File: src/rtl/if_id_fetch_queue.sv
// if_id_fetch_queue
// Prefetch queue between the fetch stage and the decode stage. Holds up to
// DEPTH {pc, instruction} pairs, backpressures the PC when full, and drops
// everything buffered on a branch/jump redirect (flush_i).
// The head is presented combinationally from registered state, so an entry
// becomes visible to decode on the cycle after it is pushed (no fall-through).
module if_id_fetch_queue #(
    parameter int N_BITS = 32,
    parameter int DEPTH  = 4,
    localparam int PTR_W = $clog2(DEPTH)
) (
    input  logic              clk,
    input  logic              reset,
    input  logic              flush_i,
    input  logic              fetch_valid_i,
    input  logic [N_BITS-1:0] fetch_pc_i,
    input  logic [N_BITS-1:0] fetch_instr_i,
    output logic              fetch_ready_o,
    output logic              dec_valid_o,
    input  logic              dec_ready_i,
    output logic [N_BITS-1:0] dec_pc_o,
    output logic [N_BITS-1:0] dec_pc_plus4_o,
    output logic [N_BITS-1:0] dec_instr_o,
    output logic [PTR_W:0]    count_o
);

    localparam logic [PTR_W:0]    FULL_COUNT = (PTR_W + 1)'(DEPTH);
    localparam logic [N_BITS-1:0] PC_STEP    = N_BITS'(4);

    logic [N_BITS-1:0] mem_pc_reg    [DEPTH];
    logic [N_BITS-1:0] mem_instr_reg [DEPTH];

    logic [PTR_W-1:0] wr_ptr_reg, wr_ptr_next;
    logic [PTR_W-1:0] rd_ptr_reg, rd_ptr_next;
    logic [PTR_W:0]   count_reg,  count_next;

    logic push;
    logic pop;
    logic [N_BITS-1:0] head_pc;
    logic [N_BITS-1:0] head_instr;

    // Ready and valid come only from the registered count, so decode's ready
    // never reaches the fetch side combinationally.
    assign fetch_ready_o = (count_reg != FULL_COUNT);
    assign dec_valid_o   = (count_reg != '0);
    assign count_o       = count_reg;

    // A flush cancels whatever handshake happens in the same cycle.
    assign push = fetch_valid_i & fetch_ready_o & ~flush_i;
    assign pop  = dec_valid_o   & dec_ready_i   & ~flush_i;

    assign head_pc    = mem_pc_reg[rd_ptr_reg];
    assign head_instr = mem_instr_reg[rd_ptr_reg];

    // Head outputs: show a NOP at pc 0 whenever nothing valid is buffered.
    always_comb begin
        dec_pc_o       = '0;
        dec_pc_plus4_o = PC_STEP;
        dec_instr_o    = '0;
        if (dec_valid_o) begin
            dec_pc_o       = head_pc;
            dec_pc_plus4_o = head_pc + PC_STEP;
            dec_instr_o    = head_instr;
        end
    end

    // Next-state for pointers and occupancy; DEPTH is a power of two so the
    // pointers wrap naturally at their width.
    always_comb begin
        wr_ptr_next = wr_ptr_reg;
        rd_ptr_next = rd_ptr_reg;
        count_next  = count_reg;
        if (flush_i) begin
            wr_ptr_next = '0;
            rd_ptr_next = '0;
            count_next  = '0;
        end else begin
            if (push) begin
                wr_ptr_next = wr_ptr_reg + PTR_W'(1);
            end
            if (pop) begin
                rd_ptr_next = rd_ptr_reg + PTR_W'(1);
            end
            case ({push, pop})
                2'b10:   count_next = count_reg + (PTR_W + 1)'(1);
                2'b01:   count_next = count_reg - (PTR_W + 1)'(1);
                default: count_next = count_reg;
            endcase
        end
    end

    // Pointer and occupancy registers; reset takes priority over flush.
    always_ff @(posedge clk or posedge reset) begin
        if (reset) begin
            wr_ptr_reg <= '0;
            rd_ptr_reg <= '0;
            count_reg  <= '0;
        end else begin
            wr_ptr_reg <= wr_ptr_next;
            rd_ptr_reg <= rd_ptr_next;
            count_reg  <= count_next;
        end
    end

    // Entry storage: cleared by reset, left untouched by flush (stale data is
    // hidden because the count drops to zero).
    always_ff @(posedge clk or posedge reset) begin
        if (reset) begin
            for (int i = 0; i < DEPTH; i++) begin
                mem_pc_reg[i]    <= '0;
                mem_instr_reg[i] <= '0;
            end
        end else if (push) begin
            mem_pc_reg[wr_ptr_reg]    <= fetch_pc_i;
            mem_instr_reg[wr_ptr_reg] <= fetch_instr_i;
        end
    end

endmodule

File: config.mk
export PLATFORM = sky130hd
export DESIGN_NAME = if_id_fetch_queue
export DESIGN_NICKNAME = d
export VERILOG_FILES = /design/src/rtl/if_id_fetch_queue.sv
export SDC_FILE = /design/constraint.sdc
export NUM_CORES = 1
export LEC_CHECK = 0
export ABC_AREA = 1
export CAP_MARGIN = 5
export CELL_PAD_IN_SITES_DETAIL_PLACEMENT = 2
export CELL_PAD_IN_SITES_GLOBAL_PLACEMENT = 2
export CORE_MARGIN = 3
export CORE_UTILIZATION = 29
export DETAILED_ROUTE_END_ITERATION = 10
export PLACE_DENSITY = 0.83
export SYNTH_ARGS = -nofsm -noshare
export SYNTH_HDL_FRONTEND = slang
export SYNTH_SLANG_ARGS = --single-unit
export TNS_END_PERCENT = 30
File: constraint.sdc
create_clock -name clk -period 9.6 [get_ports clk]
set_clock_uncertainty 0.05 [all_clocks]
set_input_delay 2.4 -clock clk [delete_from_list [all_inputs] [get_ports clk]]
set_output_delay 2.4 -clock clk [all_outputs]
set_load 0.02 [all_outputs]
==> Yosys cells after proc, flatten, opt, wreduce, memory -nomap -nowiden <==
Cells that the tools add are included.
{ "word_totals": {"regBits": 263, "inputBits": 69, "wordCells": 53} }
{ "op_classes": {"addsub": 5, "magnitude_cmp": 3, "n_eq_ne": 3, "n_mux": 19, "bitwise_logic": 7, "reduce_logical": 5} }
{ "op_table": {"columns": ["cell", "count"], "rows": [
  ["$bwmux W128", 2],
  ["$mux W32", 8],
  ["$bmux W32 S2", 2],
  ["$demux W32 S2", 1],
  ["$add A32 B3 Y32 const B", 1],
  ["$mux W2", 4],
  ["$ge A3 B3 Y1 const B", 2],
  ["$not A2 Y3", 2],
  ["$pmux W3 S2", 1],
  ["$reduce_bool A3 Y1", 2],
  ["$add A2 B1 Y2 const B", 2],
  ["$and A1 B1 Y1", 4],
  ["$reduce_bool A2 Y1", 2],
  ["$add A3 B1 Y3 const B", 1],
  ["$lt A3 B1 Y1 const B", 1],
  ["$mux W3", 1],
  ["$ne A3 B3 Y1 const B", 1],
  ["$sub A3 B1 Y3 const B", 1],
  ["$eq A2 B1 Y1 const B", 1],
  ["$eq A2 B2 Y1 const B", 1],
  ["$logic_and A1 B1 Y1", 1],
  ["$not A1 Y1", 1]
]} }

==> Depth between registers and ports, before layout <==
Gate-level depths: netlist of run 1.
{ "logic_depth": {"word_depth": 6, "ltp_mapped": 16, "depth_no_buf": 14} }

==> Least setup slack after synthesis of run 1 <==
Ideal clock, no wire load.
{ "synth_path": {"path_kind": "register to output", "from": "register rd_ptr_reg[0]", "to": "output dec_pc_plus4_o[14]", "arrival_ns": 2.135, "required_ns": 7.150, "path_slack_ns": 5.015, "path_stages_with_launch": 14, "cell_sequence": "dfrtp_1 -> buf_6 -> inv_8 -> buf_6 -> buf_4 -> o211ai_1 -> nand2_1 -> ha_1 -> nand3_1 -> nor2_4 -> nand3_2 -> nor2_1 -> nor2_1 -> a21oi_1"} }
{ "synth_between": {"elab_chain_cells": 6} }
{ "synth_rtl": {"columns": ["element", "line", "source"], "rows": [
  ["start, declared", "34", "logic [PTR_W-1:0] rd_ptr_reg, rd_ptr_next;"],
  ["start signal, assigned", "100", "rd_ptr_reg <= rd_ptr_next;"],
  ["$not A2 Y3 (not written as such)", "52", "assign head_pc = mem_pc_reg[rd_ptr_reg];"],
  ["$bmux W32 S2", "52", null],
  ["$mux W32 (not written as such) (2 in a row)", "52", null],
  ["$add A32 B3 Y32", "62", "dec_pc_plus4_o = head_pc + PC_STEP;"],
  ["$mux W32", "60", "if (dec_valid_o) begin"],
  ["end, declared", "22", "output logic [N_BITS-1:0] dec_pc_plus4_o,"]
]} }
No other way between the ends. The select of a mux whose other input is x is not followed.

==> Final worst setup path of run 1 <==
{ "layout_path": {"from": "register rd_ptr_reg[0]", "to": "output dec_pc_plus4_o[28]"} }
The elaborated chain is that of the path after synthesis.

==> out/metrics.cfg, run 1 <==
[placement]
port_buffers = 169
gp_congestion = 0.8219
dp_slack_ns = 3.078
dp_hpwl_um = 31420
dp.cells = 2523

[die]
pin_count = 170
chipWidth_um = 221.6
fp.dieArea_sq_um = 49120
die_y_um = 221.6
fp-row-count = 78
start_util_pct = 29.52
core_area_sq_um = 45670

[synthesis]
synthFlopType = dfrtp_1
ys_seq_area_share_pct = 48.81
synth_area_leaders = dfrtp_1 (49%), nand2_1 (17%), o21ai_0 (13%)
yosysTopAreaCellShare_pct = 48.81
synthTopCellsByCount = nand2_1 (612), o21ai_0 (344), dfrtp_1 (263)
avgSynthCellArea_sq_um = 7.257
synth.most_common_cell = nand2_1
synth_compound_area_share_pct = 14.98
yosys_warnings = 0
synthAdderAreaFrac_pct = 0.6125
synthArstFlopShare_pct = 100.0
syn-num-nets = 1933
synthCells = 1858
synth-xor-area-share_pct = 0.1949
synthMuxAreaShare_pct = 0
synth_top_family_by_area = simple AND/OR/NAND/NOR gates
synth.cell_area_sq_um = 13480
synth-edff-count = 0
synthSimpleGateAreaFrac_pct = 28.23
ys_types = 29
yosysTopAreaCell = dfrtp_1
synth-seq-cells = 263

[global_route]
grt_max_degree = 137
use_met1_pct = 26.26
top_usage_layer = met2
antenna_found_initial = 2
grt_pass1_vias = 14560
grt.met3_usage_pct = 2.674
grt_pass1_wl_um = 80210
use_met2_pct = 35.11
track_usage_pct = 20.01
grt_overflow = 0

[layout]
final_cells = 2582
drive_gt1_share_pct = 4.440
syn2layout_area_growth_pct = 23.16
antenna_cells = 0
fin_util_pct = 36.36
nets = 2034

[pwr]
switchingPower_mw = 2.502
pwr-share-seq_pct = 32.6
leakagePower_nw = 7.753
power_density_nw_per_um2 = 350.2
combPwrFrac_pct = 45.9
finalPower_mw = 5.815
intPower_mw = 3.314
swShare_pct = 43.02
peakVddDrop_mv = 0.1580
p_clk_share_pct = 21.5

[timing]
slew_viol_final = 0
setup_tns_ns = 0
rsz0062_at_grt = false
min_period_ns = 6.973
max_slew.worst_pin.slew_ns = 1.020
maxSlewHeadroom_pct = 31.93
fmax_mhz = 143.4
timing.final.crit_share_pct = 72.64
setup_slack_ns = 2.627
hold_violations = 0
setup_viol = 0

[critical_path]
cp.arrival_ns = 4.52
timing.critical_path.mode_cell = nand2_1
timing.rr.start = count_o[1]
cp.buffers_inverters = 3
start_kind = flop
path_cells = buf_4 -> nand2_1 -> nand2_1 -> nand2_1 -> nand2_1 -> ha_1 -> nand3_1 -> nor2_4 -> nand2_2 -> nor2_2 -> nand3_1 -> nand2_1 -> inv_1 -> nor2_1 -> clkdlybuf4s50_1
r2r_slack_ns = 6.45
path_delay_family = simple AND/OR/NAND/NOR gates
cp_data_required_time_ns = 7.15
r2r-end = mem_pc_reg[26]
crit_path_start = rd_ptr_reg[0]
path_max_fanout = 72
r2r_cells = 9
slowest_delay_ns = 0.96
worstSetupPathType = flop to primary output
worstSetupEndpointType = primary output
critPathSlowestCell = dfrtp_4

[clocking]
cts_hold_buf = 0
clk_latency_ns = 0.53
cts_buffer_depth = 3
cts_htree_levels = 2
path_clk_slew_ns = 0.05
ctsResizeCount = 0
cts_root_buf = clkbuf_16
numCtsBuffers = 34
clkSinkCount = 263
cts_setup_buffers = 0
cts_tree = done

[drt]
drcViolationCount = 0
post_drt_wl_per_cell_um = 19.01
dr.pass1.iters = 4
vias = 12930
drt-initial-drc-count = 694
via_per_inst = 5.007
drtAntennaViolNets = 0
drt_wl_total_um = 49080

[job]
cap_violations = 0

[outcome]
outcome = finished clean

[min_path]
hold_path_end = mem_pc_reg[73]
hold-path-cell-count = 2
holdCritPathClass = flop to flop
min-delay-start = mem_pc_reg[73]

[cell type report]
type,instances,area [sq um]
tap,600,750.7
sequential,263,6586
timing repair buffer,180,1787
inverter,108,419.2
multi-input combinational,1372,5971
clock buffer,56,1077
fill,5303,29070
clock inverter,3,15.01
[how the worst max path moves through the flow]
| stage | end | slack (ns) | cells after the start |
|---|---|---|---|
| finish | dec_pc_plus4_o[28] | 2.63 | 15 |
| global route | dec_pc_plus4_o[30] | 2.16 | 15 |
| CTS | dec_pc_plus4_o[28] | 2.48 | 15 |
| detailed placement | dec_pc_plus4_o[28] | 3.08 | 15 |
| global placement | dec_pc_plus4_o[30] | 3.17 | 15 |
| floorplan | count_o[0] | 3.68 | 1 |
[worst register-to-register path: stages (launching register included)]
cell     delay [ns]
dfrtp_1        0.49
inv_1          0.13
nand3_1        0.23
and2_1         0.23
inv_1          0.07
nor2_2         0.39
nand2_4        0.52
buf_4          0.57
nand2_1        0.20
o21ai_0        0.11
[layer usage]
metal	up-vias	part of all wire, %
met5	-	0.065
met4	4	1.6
met3	55	3.1
met2	200	49
met1	6559	46
li1	6109	-
[stage by stage]
step / hold slack, ns / cell area [sq um]
floorplan: 0.3978 / 13490
global placement: 0.4105 / 15510
detailed placement: 0.4187 / 15510
CTS: 0.4358 / 16610
global route: 0.4556 / 16610
finish: 0.4315 / 16610
[cells in the final DEF, fill, tap and decap left out, types with 2 or more instances in the layout]
| cell | instances |
|---|---|
| a21oi_1 | 52 |
| and2_1 | 3 |
| buf_4 | 10 |
| clkbuf_1 | 11 |
| clkbuf_16 | 37 |
| clkbuf_8 | 8 |
| clkdlybuf4s50_1 | 169 |
| clkinv_2 | 3 |
| dfrtp_1 | 261 |
| ha_1 | 5 |
| inv_1 | 105 |
| nand2_1 | 608 |
| nand2_2 | 6 |
| nand2_4 | 4 |
| nand3_1 | 78 |
| nor2_1 | 243 |
| nor2_2 | 7 |
| nor2_4 | 5 |
| nor3_1 | 6 |
| o211ai_1 | 2 |
| o21ai_0 | 344 |
| xor2_1 | 2 |
[logic make-up after synthesis]
group,after synthesis
compound gates,401
flops,263
simple gates,962
xor+xnor,3
fa+ha+maj,6
buf+inv,223
[power groups by stage]
stage / Sequential (mW) / Clock, mW / Combinational, mW
2_1_floorplan: 1.79 / 0 / 1.66
3_3_place_gp: 1.87 / 0 / 2.57
3_5_place_dp: 1.91 / 0 / 2.68
4_1_cts: 1.90 / 1.29 / 2.72
5_1_grt: 1.97 / 1.33 / 2.99
6_report: 1.89 / 1.25 / 2.67
No activity file was read; power rests on OpenSTA's default activity.
==> run 2, diff against run 1 <==
- clock period: 9.6 -> 6.32 ns (I/O delays scaled with it)
==> out/metrics.cfg, run 2 (synthesis gave the netlist of run 1 again) <==
[critical_path]
r2r_cells = 9  ; unchanged
path_max_fanout = 69  ; -4.2%
r2r_slack_ns = 3.09  ; -3.36 ns
slowest_delay_ns = 0.76  ; -0.20 ns
worstSetupPathType = flop to primary output
cp.arrival_ns = 4.12  ; -0.40 ns
r2r-end = mem_instr_reg[82]
start_kind = flop
worstSetupEndpointType = primary output
timing.rr.start = count_o[1]
critPathSlowestCell = dfrtp_4
path_delay_family = simple AND/OR/NAND/NOR gates
cp_data_required_time_ns = 4.69  ; -2.46 ns
path_cells = inv_8 -> nand2_1 -> nand2_1 -> nand2_1 -> nand2_1 -> ha_1 -> nand3_1 -> nor2_4 -> nand2_2 -> nor2_2 -> o21ai_0 -> a21oi_1 -> clkdlybuf4s50_1
cp.buffers_inverters = 2  ; -1
timing.critical_path.mode_cell = nand2_1

[timing]
slew_viol_final = 0  ; unchanged
hold_violations = 0  ; unchanged
setup_tns_ns = 0  ; unchanged
setup_viol = 0  ; unchanged
maxSlewHeadroom_pct = 31.35  ; -0.58 points
setup_slack_ns = 0.5709  ; -2.056 ns
fmax_mhz = 173.9
timing.final.crit_share_pct = 90.97
rsz0062_at_grt = false
min_period_ns = 5.749
max_slew.worst_pin.slew_ns = 1.030  ; +0.009814 ns

[die]
die_y_um = 221.6  ; unchanged
start_util_pct = 29.52  ; unchanged
chipWidth_um = 221.6  ; unchanged
pin_count = 170  ; unchanged
core_area_sq_um = 45670  ; unchanged
fp.dieArea_sq_um = 49120  ; unchanged
fp-row-count = 78  ; unchanged

[clocking]
cts_buffer_depth = 3  ; unchanged
cts_hold_buf = 0  ; unchanged
clkSinkCount = 263  ; unchanged
cts_setup_buffers = 0  ; unchanged
clk_latency_ns = 0.56  ; +0.03 ns
cts_root_buf = clkbuf_16
cts_htree_levels = 1  ; -1
ctsResizeCount = 0  ; unchanged
numCtsBuffers = 31  ; -8.8%
cts_tree = done
path_clk_slew_ns = 0.06  ; about the same

[min_path]
min-delay-start = mem_instr_reg[72]
hold_path_end = mem_instr_reg[72]
holdCritPathClass = flop to flop
hold-path-cell-count = 2  ; unchanged

[global_route]
track_usage_pct = 20.12  ; +0.10 points
grt_max_degree = 180  ; +31%
grt_pass1_vias = 14460  ; -0.67%
antenna_found_initial = 1  ; -1
grt_overflow = 0  ; unchanged
grt_pass1_wl_um = 81090  ; +1.1%

[layout]
final_common_cell = nand2_1
seq_area_sq_um = 6586  ; unchanged
fin_util_pct = 36.17  ; -0.19 points
mostFrequentLayoutCells = nand2_1 (608), o21ai_0 (344), dfrtp_1 (261)
multi_input_area_sq_um = 5971  ; unchanged
syn2layout_area_growth_pct = 22.53
nets = 2036  ; +0.098%
drive_gt1_share_pct = 4.550  ; +0.11 points
antenna_cells = 0  ; unchanged
fillers = 5339  ; +0.68%

[drt]
drt_wl_total_um = 49780  ; +1.4%
dr.pass1.iters = 4  ; unchanged
post_drt_wl_per_cell_um = 19.31  ; +1.6%
via_per_inst = 5.024  ; +0.35%
drcViolationCount = 0  ; unchanged
drtAntennaViolNets = 0  ; unchanged
vias = 12950  ; +0.19%
drt-initial-drc-count = 682  ; -1.7%

[pwr]
swShare_pct = 43.59  ; +0.57 points
pwr-share-seq_pct = 33.0  ; +0.4 points
switchingPower_mw = 3.800  ; +52%
p_clk_share_pct = 20.2  ; -1.3 points
power_density_nw_per_um2 = 527.7  ; +51%
intPower_mw = 4.918  ; +48%
combPwrFrac_pct = 46.9  ; +1.0 points
leakagePower_nw = 7.717  ; -0.46%
peakVddDrop_mv = 0.2549  ; +61%

[outcome]
outcome = finished clean

[placement]
gp_congestion = 0.8289  ; +0.85%
port_buffers = 169  ; unchanged
dp_slack_ns = 1.123  ; -1.955 ns
dp_hpwl_um = 32220  ; +2.5%

[job]
cap_violations = 0  ; unchanged

## run 2: changes by cell type in the layout (fill, tap and decap cells not counted)
cell / change
clkbuf_8: -2
bufinv_16: +2
clkinv_2: +2
clkbuf_16: -6
clkbuf_1: -6
clkinvlp_4: +1
buf_4: +5
## run 2: layout make-up
class,instances,share of cell area (%)
sequential,263,39.87
multi-input combinational,1372,36.14
timing repair buffer,185,11.04
clock buffer,42,5.309
tap,600,4.544
inverter,108,2.537
clock inverter,8,0.5604
## run 2: power groups by stage
| stage | Clock [mW] | Combinational [mW] | Sequential (mW) |
|---|---|---|---|
| after floorplan | 0 | 2.52 | 2.72 |
| after global placement | 0 | 3.93 | 2.83 |
| after detailed placement | 0 | 4.10 | 2.89 |
| after CTS | 1.81 | 4.15 | 2.88 |
| after global routing | 1.88 | 4.57 | 2.98 |
| final | 1.76 | 4.09 | 2.87 |
## run 2: through the flow
step                hold WS [ns]  cell area (sq um)  power [mW]  instances
floorplan                 0.3978              13490       5.237       1858
global placement          0.4105              15550       6.754       2528
detailed placement        0.4222              15550       6.990       2528
CTS                       0.4365              16520       8.833       2578
global route              0.4611              16520       9.426       2578
finish                    0.4317              16520       8.718       2578
## run 2: per-layer routing
metal,global-route usage [%],share of wire (%)
met1,26.52,46
met2,36.04,49
met4,3.013,1.2
met5,0,0.034
met3,2.582,3.7
## run 2: worst max-delay path by stage
stage | to | startpoint | slack (ns) | cells past startpoint
floorplan | count_o[0] | reset | 1.22 | 1
global placement | dec_pc_plus4_o[28] | rd_ptr_reg[0] | 1.28 | 14
detailed placement | dec_pc_plus4_o[12] | rd_ptr_reg[0] | 1.12 | 13
CTS | dec_pc_plus4_o[12] | rd_ptr_reg[0] | 0.51 | 13
global route | dec_pc_plus4_o[23] | rd_ptr_reg[0] | 0.20 | 12
finish | dec_pc_plus4_o[12] | rd_ptr_reg[0] | 0.57 | 13
## run 2: worst register-to-register path, stage by stage, from the launching register on
cell,delay [ns]
dfrtp_1,0.56
inv_1,0.14
nand3_1,0.25
and2_1,0.22
inv_1,0.06
nor2_2,0.38
nand2_4,0.59
buf_4,0.56
nand2_1,0.18
o21ai_0,0.10
==> run 3, diff against run 2 <==
- MAX_ROUTING_LAYER: not set -> met4
==> out/metrics.cfg, run 3 (synthesis gave the netlist of run 1 again) <==
[die]
core_area_sq_um = 45670  ; unchanged
die_y_um = 221.6  ; unchanged
fp.dieArea_sq_um = 49120  ; unchanged
fp-row-count = 78  ; unchanged
pin_count = 170  ; unchanged
chipWidth_um = 221.6  ; unchanged
start_util_pct = 29.52  ; unchanged

[critical_path]
cp_data_required_time_ns = 4.69  ; about the same
critPathSlowestCell = dfrtp_4
timing.rr.start = count_o[1]
path_max_fanout = 69  ; unchanged
slowest_delay_ns = 0.75  ; about the same
timing.critical_path.mode_cell = nand2_1
crit_path_start = rd_ptr_reg[0]
r2r_cells = 9  ; unchanged
start_kind = flop
path_cells = inv_8 -> nand2_1 -> nand2_1 -> nand2_1 -> nand2_1 -> ha_1 -> nand3_1 -> nor2_4 -> nand2_2 -> nor2_2 -> o21ai_0 -> a21oi_1 -> clkdlybuf4s50_1
r2r_slack_ns = 3.07  ; -0.02 ns
r2r-end = mem_instr_reg[82]
path_delay_family = simple AND/OR/NAND/NOR gates
path_depth = 13  ; unchanged
worstSetupPathType = flop to primary output
worstSetupEndpointType = primary output
cp.buffers_inverters = 2  ; unchanged
cp.arrival_ns = 4.12  ; about the same
crit_end = dec_pc_plus4_o[12]

[drt]
vias = 12940  ; -0.10%
drt_wl_total_um = 49750  ; about the same
drt-initial-drc-count = 613  ; -10%
dr.pass1.iters = 5  ; +1
drcViolationCount = 0  ; unchanged
post_drt_wl_per_cell_um = 19.29  ; -0.11%
via_per_inst = 5.017  ; -0.14%
drtAntennaViolNets = 0  ; unchanged

[layout]
final_cells = 2579  ; +0.039%
mostFrequentLayoutCells = nand2_1 (608), o21ai_0 (344), dfrtp_1 (261)
fillers = 5340  ; +0.019%
drive_gt1_share_pct = 4.550  ; unchanged
syn2layout_area_growth_pct = 22.55  ; about the same
nets = 2036  ; unchanged
final_common_cell = nand2_1

[pwr]
switchingPower_mw = 3.799  ; about the same
p_clk_share_pct = 20.2  ; about the same
finalPower_mw = 8.717  ; about the same
combPwrFrac_pct = 46.8  ; about the same
intPower_mw = 4.918  ; about the same
swShare_pct = 43.59  ; about the same
leakagePower_nw = 7.717  ; about the same
pwr-share-seq_pct = 33.0  ; about the same
peakVddDrop_mv = 0.2546  ; about the same
power_density_nw_per_um2 = 527.5  ; about the same

[global_route]
use_met1_pct = 26.64  ; +0.13 points
grt_overflow = 0  ; unchanged
grt.met3_usage_pct = 2.502  ; -0.079 points
grt_pass1_wl_um = 81160  ; about the same
top_usage_layer = met2
grt_max_degree = 180  ; unchanged
antenna_found_initial = 1  ; unchanged
use_met2_pct = 35.98  ; -0.060 points
grt_pass1_vias = 14460  ; -0.014%
track_usage_pct = 20.72  ; +0.61 points

[clocking]
cts_buffer_depth = 3  ; unchanged
cts_tree = done
cts_hold_buf = 0  ; unchanged
ctsResizeCount = 0  ; unchanged
cts_root_buf = clkbuf_16
cts_htree_levels = 1  ; unchanged
cts_setup_buffers = 0  ; unchanged
numCtsBuffers = 31  ; unchanged
clkSinkCount = 263  ; unchanged
path_clk_slew_ns = 0.06  ; about the same
clk_latency_ns = 0.56  ; about the same

[timing]
setup_viol = 0  ; unchanged
maxSlewHeadroom_pct = 26.97  ; -4.4 points
setup_tns_ns = 0  ; unchanged
hold_violations = 0  ; unchanged
whs_ns = 0.4320  ; +0.0003230 ns
slew_viol_final = 0  ; unchanged
max_slew.worst_pin.slew_ns = 1.095  ; +0.06562 ns
fmax_mhz = 174.0  ; about the same
timing.final.crit_share_pct = 90.95  ; about the same
min_period_ns = 5.748  ; -0.001028 ns
setup_slack_ns = 0.5720  ; +0.001028 ns
rsz0062_at_grt = false

[placement]
dp_hpwl_um = 32220  ; unchanged
gp_congestion = 0.8457  ; +2.0%
dp_slack_ns = 1.123  ; unchanged
dp.cells = 2528  ; unchanged
port_buffers = 169  ; unchanged

[min_path]
hold-path-cell-count = 2  ; unchanged
holdCritPathClass = flop to flop

[job]
cap_violations = 0  ; unchanged

[outcome]
outcome = finished clean

==> run 3: changes by cell type in the layout (fill, tap and decap cells not counted) <==
| cell | previous run | this run |
|---|---|---|
| diode_2 | 0 | 1 |
==> run 3: cell type report <==
| cell class | instances | area (sq um) | area share, % |
|---|---|---|---|
| clock inverter | 8 | 92.59 | 0.5604 |
| multi-input combinational | 1372 | 5971 | 36.14 |
| tap | 600 | 750.7 | 4.543 |
| inverter | 108 | 419.2 | 2.537 |
| clock buffer | 42 | 877.1 | 5.308 |
| antenna | 1 | 2.502 | 0.01514 |
| timing repair buffer | 185 | 1824 | 11.04 |
| sequential | 263 | 6586 | 39.86 |
==> run 3: metal layers <==
layer / wire, um / vias up
met5: 0 / -
met4: 578 / 0
met3: 1829 / 49
met2: 24400 / 206
met1: 22940 / 6577
li1: - / 6107
==> run 3: metrics by stage <==
| stage | cell area [sq um] | utilization, % |
|---|---|---|
| final | 16520 | 36.18 |
| after global routing | 16520 | 36.18 |
| after CTS | 16520 | 36.17 |
| after detailed placement | 15550 | 34.05 |
| after global placement | 15550 | 34.05 |
| after floorplan | 13490 | - |
==> run 3: worst register-to-register path, delay by kind of cell, from the launching register on <==
family | cells | cell delay, ns
AOI/OAI and AO/OA | 1 | 0.11
buffers and inverters | 3 | 0.76
DFF | 1 | 0.57
and+or+nand+nor | 5 | 1.62
==> run 3: power groups by stage <==
stage	Clock, mW	Sequential [mW]	Combinational (mW)
3_3_place_gp	0	2.83	3.93
4_1_cts	1.81	2.88	4.15
3_5_place_dp	0	2.89	4.10
2_1_floorplan	0	2.72	2.52
6_report	1.76	2.87	4.08
5_1_grt	1.89	2.98	4.57
==> run 3: worst min path at each step <==
stage | start | slack [ns] | endpoint
2_1_floorplan | mem_instr_reg[0] | 0.40 | mem_instr_reg[0]
3_3_place_gp | mem_instr_reg[84] | 0.41 | mem_instr_reg[84]
3_5_place_dp | mem_instr_reg[72] | 0.42 | mem_instr_reg[72]
4_1_cts | mem_instr_reg[72] | 0.44 | mem_instr_reg[72]
5_1_grt | mem_instr_reg[66] | 0.46 | mem_instr_reg[66]
6_report | mem_instr_reg[72] | 0.43 | mem_instr_reg[72]
